==> config.mk <==
export PLATFORM = sky130hd
export DESIGN_NAME = inst_mem_loader
export DESIGN_NICKNAME = d
export VERILOG_FILES = /design/src/rtl/inst_mem_loader.sv
export SDC_FILE = /design/constraint.sdc
export NUM_CORES = 1
export LEC_CHECK = 0
export ABC_CLOCK_PERIOD_IN_PS = 1900
export BUFFER_PORTS_ARGS = -buffer_cell sky130_fd_sc_hd__buf_2
export CORE_ASPECT_RATIO = 1.2
export CORE_MARGIN = 4
export CORE_UTILIZATION = 48
export DETAILED_ROUTE_END_ITERATION = 12
export PLACE_DENSITY_LB_ADDON = 0.05
export SYNTH_ARGS = -nofsm -noshare
export SYNTH_HDL_FRONTEND = slang
export SYNTH_SLANG_ARGS = --single-unit
==> constraint.sdc <==
create_clock -name clk -period 1.9 [get_ports clk]
set_input_delay 0 -clock clk [delete_from_list [all_inputs] [get_ports clk]]
set_output_delay 0 -clock clk [all_outputs]
set_load 0.02 [all_outputs]
==> src/rtl/inst_mem_loader.sv <==
// inst_mem_loader: fills the program instruction memory from a UART byte stream.
// Bytes are assembled MSB-first into 32-bit instructions. Each instruction is
// presented with a full setup cycle before a one-cycle write strobe. A load ends
// after the HALT instruction (opcode 6'b111111) is written, or after the last
// memory entry is written (overflow). Outside a load the memory address port
// follows the core's program counter.
//
// Optional feature: define LOADER_CHECKSUM_EN to add a trailing checksum byte
// after HALT. That byte is compared with the XOR of all instruction bytes and
// the result is reported on chk_err.

module inst_mem_loader #(
    parameter int LEN_ADDR  = 7,
    parameter int LEN_DATA  = 32,
    parameter int RAM_DEPTH = 128
) (
    input  logic                clk,
    input  logic                reset,
    input  logic                load_start,
    input  logic [7:0]          rx_data,
    input  logic                rx_done,
    input  logic [LEN_ADDR-1:0] cpu_addr,
    output logic [LEN_ADDR-1:0] mem_addr,
    output logic [LEN_DATA-1:0] mem_data,
    output logic                mem_wr,
    output logic                busy,
    output logic                load_done,
    output logic                ovf,
    output logic [LEN_ADDR:0]   word_count,
    output logic                chk_err
);

    localparam logic [LEN_ADDR-1:0] LAST_ADDR = LEN_ADDR'(RAM_DEPTH - 1);
    localparam logic [LEN_ADDR-1:0] ADDR_ONE  = LEN_ADDR'(1);
    localparam logic [LEN_ADDR:0]   COUNT_ONE = (LEN_ADDR + 1)'(1);
    localparam logic [5:0]          HALT_OP   = 6'b111111;

    typedef enum logic [2:0] {
        IDLE,
        RECV,
        SETUP,
        STROBE,
`ifdef LOADER_CHECKSUM_EN
        CHECK,
`endif
        DONE
    } state_t;

    state_t state;
    state_t next_state;

    // The three most recent bytes. Together with the incoming byte they form
    // a full instruction.
    logic [23:0]         word_reg;
    logic [1:0]          byte_cnt;
    logic [LEN_ADDR-1:0] load_addr;

    logic start_accept;
    logic byte_capture;
    logic word_complete;
    logic is_halt;
    logic is_loading;
    logic entering_done;

    // A new load is accepted only while the loader is idle or has finished.
    // A load_start pulse that arrives during a load is ignored.
    assign start_accept  = load_start && (state == IDLE || state == DONE);

    // Bytes are taken in RECV, SETUP and STROBE. Bytes that arrive during the
    // write of the previous word count toward the next word, so back-to-back
    // bytes are never lost.
    assign byte_capture  = rx_done && (state == RECV || state == SETUP || state == STROBE);

    // Only RECV can complete a word. At most two bytes can arrive during SETUP
    // and STROBE, so the fourth byte of a word always arrives in RECV.
    assign word_complete = rx_done && (state == RECV) && (byte_cnt == 2'd3);

    // The HALT check uses the held copy of the word. That copy stays stable
    // while new bytes shift into word_reg.
    assign is_halt       = (mem_data[LEN_DATA-1 -: 6] == HALT_OP);

    assign entering_done = (next_state == DONE) && (state != DONE);

    // The loader owns the address port for the whole load. Otherwise the core's
    // PC drives it. The select is combinational; the state is registered.
    assign is_loading = (state == RECV) || (state == SETUP) || (state == STROBE)
`ifdef LOADER_CHECKSUM_EN
                        || (state == CHECK)
`endif
                        ;

    assign mem_addr = is_loading ? load_addr : cpu_addr;

    // The strobe is a registered-state decode, so it is high for exactly the
    // one STROBE cycle.
    assign mem_wr = (state == STROBE);

    // State register
    always_ff @(posedge clk or posedge reset) begin
        if (reset) begin
            state <= IDLE;
        end else begin
            state <= next_state;
        end
    end

    // Next-state logic: sequencing of receive, setup, strobe and termination
    always_comb begin
        next_state = state;
        case (state)
            IDLE, DONE: begin
                if (load_start) begin
                    next_state = RECV;
                end
            end
            RECV: begin
                if (word_complete) begin
                    next_state = SETUP;
                end
            end
            SETUP: begin
                next_state = STROBE;
            end
            STROBE: begin
                if (is_halt) begin
`ifdef LOADER_CHECKSUM_EN
                    next_state = CHECK;
`else
                    next_state = DONE;
`endif
                end else if (load_addr == LAST_ADDR) begin
                    next_state = DONE;
                end else begin
                    next_state = RECV;
                end
            end
`ifdef LOADER_CHECKSUM_EN
            CHECK: begin
                if (rx_done) begin
                    next_state = DONE;
                end
            end
`endif
            default: begin
                next_state = IDLE;
            end
        endcase
    end

    // Byte assembly: shift-in of received bytes and byte counting
    always_ff @(posedge clk or posedge reset) begin
        if (reset) begin
            word_reg <= '0;
            byte_cnt <= 2'd0;
        end else if (start_accept) begin
            word_reg <= '0;
            byte_cnt <= 2'd0;
        end else if (byte_capture) begin
            word_reg <= {word_reg[15:0], rx_data};
            byte_cnt <= byte_cnt + 2'd1;
        end
    end

    // Write data hold register. It is loaded once per word and is independent
    // of word_reg, so data stays stable through SETUP and STROBE.
    always_ff @(posedge clk or posedge reset) begin
        if (reset) begin
            mem_data <= '0;
        end else if (word_complete) begin
            mem_data <= {word_reg, rx_data};
        end
    end

    // Load address and word count. The address stops at the last entry and
    // never wraps.
    always_ff @(posedge clk or posedge reset) begin
        if (reset) begin
            load_addr  <= '0;
            word_count <= '0;
        end else if (start_accept) begin
            load_addr  <= '0;
            word_count <= '0;
        end else if (state == STROBE) begin
            word_count <= word_count + COUNT_ONE;
            if (!is_halt && (load_addr != LAST_ADDR)) begin
                load_addr <= load_addr + ADDR_ONE;
            end
        end
    end

    // Status flags: busy during a load, load_done after it, and ovf when the
    // memory filled up before a HALT arrived
    always_ff @(posedge clk or posedge reset) begin
        if (reset) begin
            busy      <= 1'b0;
            load_done <= 1'b0;
            ovf       <= 1'b0;
        end else if (start_accept) begin
            busy      <= 1'b1;
            load_done <= 1'b0;
            ovf       <= 1'b0;
        end else begin
            if (state == STROBE && !is_halt && load_addr == LAST_ADDR) begin
                ovf <= 1'b1;
            end
            if (entering_done) begin
                busy      <= 1'b0;
                load_done <= 1'b1;
            end
        end
    end

`ifdef LOADER_CHECKSUM_EN
    logic [7:0] checksum;
    logic       chk_err_q;

    // Running XOR of every instruction byte. The trailing byte received in
    // CHECK is compared with this XOR; that byte is not shifted into the word.
    always_ff @(posedge clk or posedge reset) begin
        if (reset) begin
            checksum  <= 8'h00;
            chk_err_q <= 1'b0;
        end else if (start_accept) begin
            checksum  <= 8'h00;
            chk_err_q <= 1'b0;
        end else begin
            if (byte_capture) begin
                checksum <= checksum ^ rx_data;
            end
            if (state == CHECK && rx_done) begin
                chk_err_q <= (rx_data != checksum);
            end
        end
    end

    assign chk_err = chk_err_q;
`else
    assign chk_err = 1'b0;
`endif

endmodule

# After elaboration in Yosys (flattened, before gate mapping)
# Index checks and enable logic that the tools add are counted.
[totals]
register_bits = 79
in_bits = 19
out_inout_bits = 52
wordCells = 63
[op_classes]
n_addsub = 3
n_eq_ne = 10
mux = 21
n_reduce_logical = 20
[op_table]
columns = ["operator", "count"]
rows = [
  ["24-bit 2-to-1 mux", 2],
  ["7-bit 2-to-1 mux", 4],
  ["8-bit 2-to-1 mux", 2],
  ["3-bit 2-to-1 mux", 4],
  ["3-bit one-hot mux with 4 select lines", 1],
  ["2-bit nonzero test", 5],
  ["8-bit by 1-bit adder with 8-bit output (second input constant)", 1],
  ["1-bit logical AND", 8],
  ["7-bit by 1-bit adder with 7-bit output (second input constant)", 1],
  ["7-bit == test (second input constant)", 1],
  ["7-bit inequality test (second input constant)", 1],
  ["3-bit by 2-bit == test with 1-bit output (second input constant)", 2],
  ["3-bit == test (second input constant)", 2],
  ["6-bit == test (second input constant)", 1],
  ["1-bit 2-to-1 mux", 6],
  ["2-bit 2-to-1 mux", 2],
  ["3-bit by 1-bit == test with 1-bit output (second input constant)", 1],
  ["3-bit zero test", 1],
  ["1-bit logical OR", 3],
  ["3-bit inequality test (second input constant)", 1],
  ["2-bit by 1-bit adder with 2-bit output (second input constant)", 1],
  ["2-bit == test (second input constant)", 1],
  ["2-bit AND reduction", 1],
  ["2-bit OR reduction", 1],
  ["1-bit zero test", 1],
]

# Depth between registers and ports, before layout
[depth]
depth_word = 9
mapped_depth = 5
depth_no_buf = 5

# Worst setup path after synthesis
# No wires, ideal clock.
[synth_timing]
kind = "register -> register"
startpoint = "register state[2]"
endpoint = "register load_addr[3]"
setup_time_ns = 0.139
arrival_ns = 1.381
required_time_ns = 1.761
slack_ns = 0.380
path_stages_with_launch = 6
path_buffers = 0
cell_sequence = "dfrtp_1 nand3b_4 inv_2 o31ai_1 o311ai_0 o31ai_1"
[synth_between]
elab_cells_between_ends = 9
cone_classes = "eq/ne: 2; mux: 1; reduce/logical: 6"
[synth_lines]
columns = ["element", "line_no", "source"]
rows = [
  ["start, declared", "49", "state_t state;"],
  ["start signal, assigned", "103", "state <= next_state;"],
  ["3-bit by 2-bit == test with 1-bit output", "-", ""],
  ["via mem_wr", "25", "output logic mem_wr,"],
  ["2-bit nonzero test (no source line)", "-", ""],
  ["2-bit AND reduction (no source line)", "-", ""],
  ["end signal, assigned", "186", "load_addr <= load_addr + ADDR_ONE;"],
  ["end, declared", "56", "logic [LEN_ADDR-1:0] load_addr;"],
]
# The timed path passes the listed nets, and every way through them passes these cells.
# A chain may end at the register's enable or synchronous reset.

# Worst setup path in the final report
[layout_timing]
startpoint = "register state[0]"
endpoint = "output mem_addr[0]"
[layout_between]
elab_chain_cells = 4
elab_cells_between_ends = 6
cone_classes = "eq/ne: 3; mux: 1; reduce/logical: 2"
[layout_rtl]
columns = ["element", "line_no", "source"]
rows = [
  ["3-bit by 1-bit == test with 1-bit output or 3-bit by 2-bit == test with 1-bit output (tied branches)", "86", "assign is_loading = (state == RECV) || (state == SETUP) || (state == STROBE)"],
  ["1-bit logical OR", "86", ""],
  ["1-bit logical OR *", "86", ""],
  ["7-bit 2-to-1 mux *", "92", "assign mem_addr = is_loading ? load_addr : cpu_addr;"],
  ["end, declared", "23", "output logic [LEN_ADDR-1:0] mem_addr,"],
]
# Mark *: on every way between the ends. The rest lies on a longest branch, timed or not.

==> reports/metrics.cfg <==
[outcome]
status = complete, no violations

[drt]
drtPass1Iterations = 4
viasPerCell = 5.35
route.detailed.drc = 0
drtAntennaViolNets = 0
first_iter_violations = 76
vias = 2229
routed_wl_mm = 6.38
post_drt_wl_per_cell_um = 15.3

[clock_tree]
cts_tree = yes
clkSlewWorstSetupHoldPaths_ns = 0.07
cts.path.max_buffers = 2
cts_inserted_buffers = 9
cts_setup_buffers = 0
cts_root_buffer = clkbuf_8
cts_max_level = 3
cts.sinks = 79
clk_latency_ns = 0.34

[critical_path]
critical_path_class = flip-flop to output port
crit_required_ns = 1.90
r2r_setup_slack_ns = 0.21
critPathMaxFanout = 7
cp-start-kind = flip-flop
r2r-start = state[0]
r2r_end = mem_data[29]
crit_path_end_kind = output port
arrival_ns = 1.77
rr_worst_depth = 5

[yosys]
synth.distinct_cells = 42
synthFlopType = dfrtp_1
yosysWarnings = 0
ys_ff_latch = 79
syn_area_per_cell_sq_um = 13.6
synth_area_sq_um = 3270
synth_top_area_frac = 0.605
syn_inst = 241
synthTopCellsByArea = dfrtp_1 (61%), mux2_2 (12%), a22o_1 (6.7%)
yosys-top-cells-count = dfrtp_1 (79), mux2_2 (36), a22o_1 (25)
synth_most_common_cell = dfrtp_1
yosys.area.top_type = dfrtp_1
ys_seq_area_frac = 0.605
synth-edff-count = 0
synthArstFlopShare = 1.00
synth_fp_nets = 263

[final_layout]
nets = 349
final_core_util = 0.619
diodes = 0
drive_above_1_share = 0.407
finalNonFillerCells = 417
largest_reg_flops = 32
syn2layout_area_growth_pct = 23.7

[sta]
tns_ns = 0
fin_crit_sh = 0.932
slew_headroom = 0.556
layout_min_cycle_time_ns = 1.77
maxSlewViolCount = 0
rsz0062_at_grt = no
final_hold_viol_count = 0
finalSetupViolations = 0
skew_ns = 0.00959
clock.fmax_ghz = 0.565
tightest_slew_ns = 0.661

[floorplan]
die_x_um = 83.3
die_h_um = 98.4
core_sq_um = 6530
start_util = 0.500
die_area_sq_um = 8190
io_pins = 71
fp-row-count = 32

[grt]
grt_pass1_wl_mm = 11.0
grt_max_degree = 80
grt_antenna_before_repair = 0
grt-ovfl-total = 0
first_global_vias = 2246
track_usage = 0.166

[place]
gp_congestion = 0.742
dp_cells = 391
port_buffers = 69
dp_hpwl_mm = 4.23

[worst_hold_path]
min_from = rx_done
hold_path_class = input port to flip-flop
worstHoldEndpoint = state[0]
hold_depth = 4

[pwr]
p_seq_frac = 0.436
power_density_nw_per_um2 = 1500
comb_power_share = 0.342
swShare = 0.349
ir_worst_vdd_mv = 0.800
intPower_mw = 3.93
switchingPower_mw = 2.11
p_leak_nw = 2.02
totalPowerFinal_mw = 6.04
clock_power_share = 0.222

[job]
maxCapViolations = 0

layout make-up:
type,count,area [sq um]
timing repair buffer,86,523
inverter,4,18.8
sequential,79,1980
fill,532,2490
multi-input combinational,147,1200
clock buffer,10,128
tap,85,106
clock inverter,6,85.1
how the worst max path moves through the flow:
stage               startpoint      endpoint  slack, ns
floorplan             state[2]  load_addr[3]       0.38
global placement      state[1]   byte_cnt[0]       0.06
detailed placement    state[0]   byte_cnt[0]      0.007
CTS                   state[0]   mem_addr[0]       0.10
global route          state[0]   mem_addr[0]       0.02
finish                state[0]   mem_addr[0]       0.13
critical path, cell delays in order, from the launching register on:
cell and delay, ns:
dfrtp_1 0.39, nor2_2 0.25, or2_2 0.27, mux2_2 0.36
buf_2 0.16
stage by stage:
step	instance area (sq um)	hold WS (ns)	setup WS, ns
2_1_floorplan	3270	0.140	0.380
3_3_place_gp	3720	0.148	0.0576
3_5_place_dp	3720	0.152	0.00669
4_1_cts	4040	0.134	0.104
5_1_grt	4040	0.160	0.0214
6_report	4040	0.153	0.129
placed cells by master, fill, tap and decap left out, drive strengths merged, types with 3 or more instances in the layout:
master / synthesis / layout
mux2: 40 / 40
buf: 10 / 76
nor3: 5 / 5
dlygate4sd3: 0 / 10
a21oi: 5 / 5
ha: 3 / 3
nand4: 4 / 4
inv: 4 / 3
nand2: 13 / 13
nand3: 7 / 7
o21ai: 7 / 7
a22o: 25 / 25
clkinvlp: 0 / 3
dfrtp: 79 / 79
clkbuf: 1 / 10
xnor2: 3 / 3
o31ai: 3 / 3
nor2: 8 / 8
power groups by stage:
stage,logic [mW],clock network (mW),registers (mW)
floorplan,1.12,0,2.97
global route,2.25,1.45,2.73
global placement,2.03,0,2.66
detailed placement,2.07,0,2.67
CTS,2.10,1.37,2.65
finish,2.06,1.34,2.64
layer usage:
metal / global-route usage / up-vias / share of wire
li1: - / 1061 / -
met1: 0.221 / 1101 / 0.45
met2: 0.260 / 57 / 0.48
met3: 0.0321 / 10 / 0.049
met4: 0.0843 / 0 / 0.018
met5: 0 / - / 0
kinds of logic after synthesis:
group                      synth area share
muxes                                 0.144
other                               0.00115
DFF                                   0.605
adders and majority gates            0.0115
AOI/OAI and AO/OA                     0.112
buffers and inverters                0.0280
xor gates and xnor gates             0.0107
and+or+nand+nor                      0.0870
timing repair:
item | 4_1_cts | 5_1_grt
resized for setup | 1 | 0
setup endpoints to repair | 1 | 0
hold buffers | 10 | 0
endpoints found under the hold margin | 96 | 0
(Power assumes the default switching activity.)
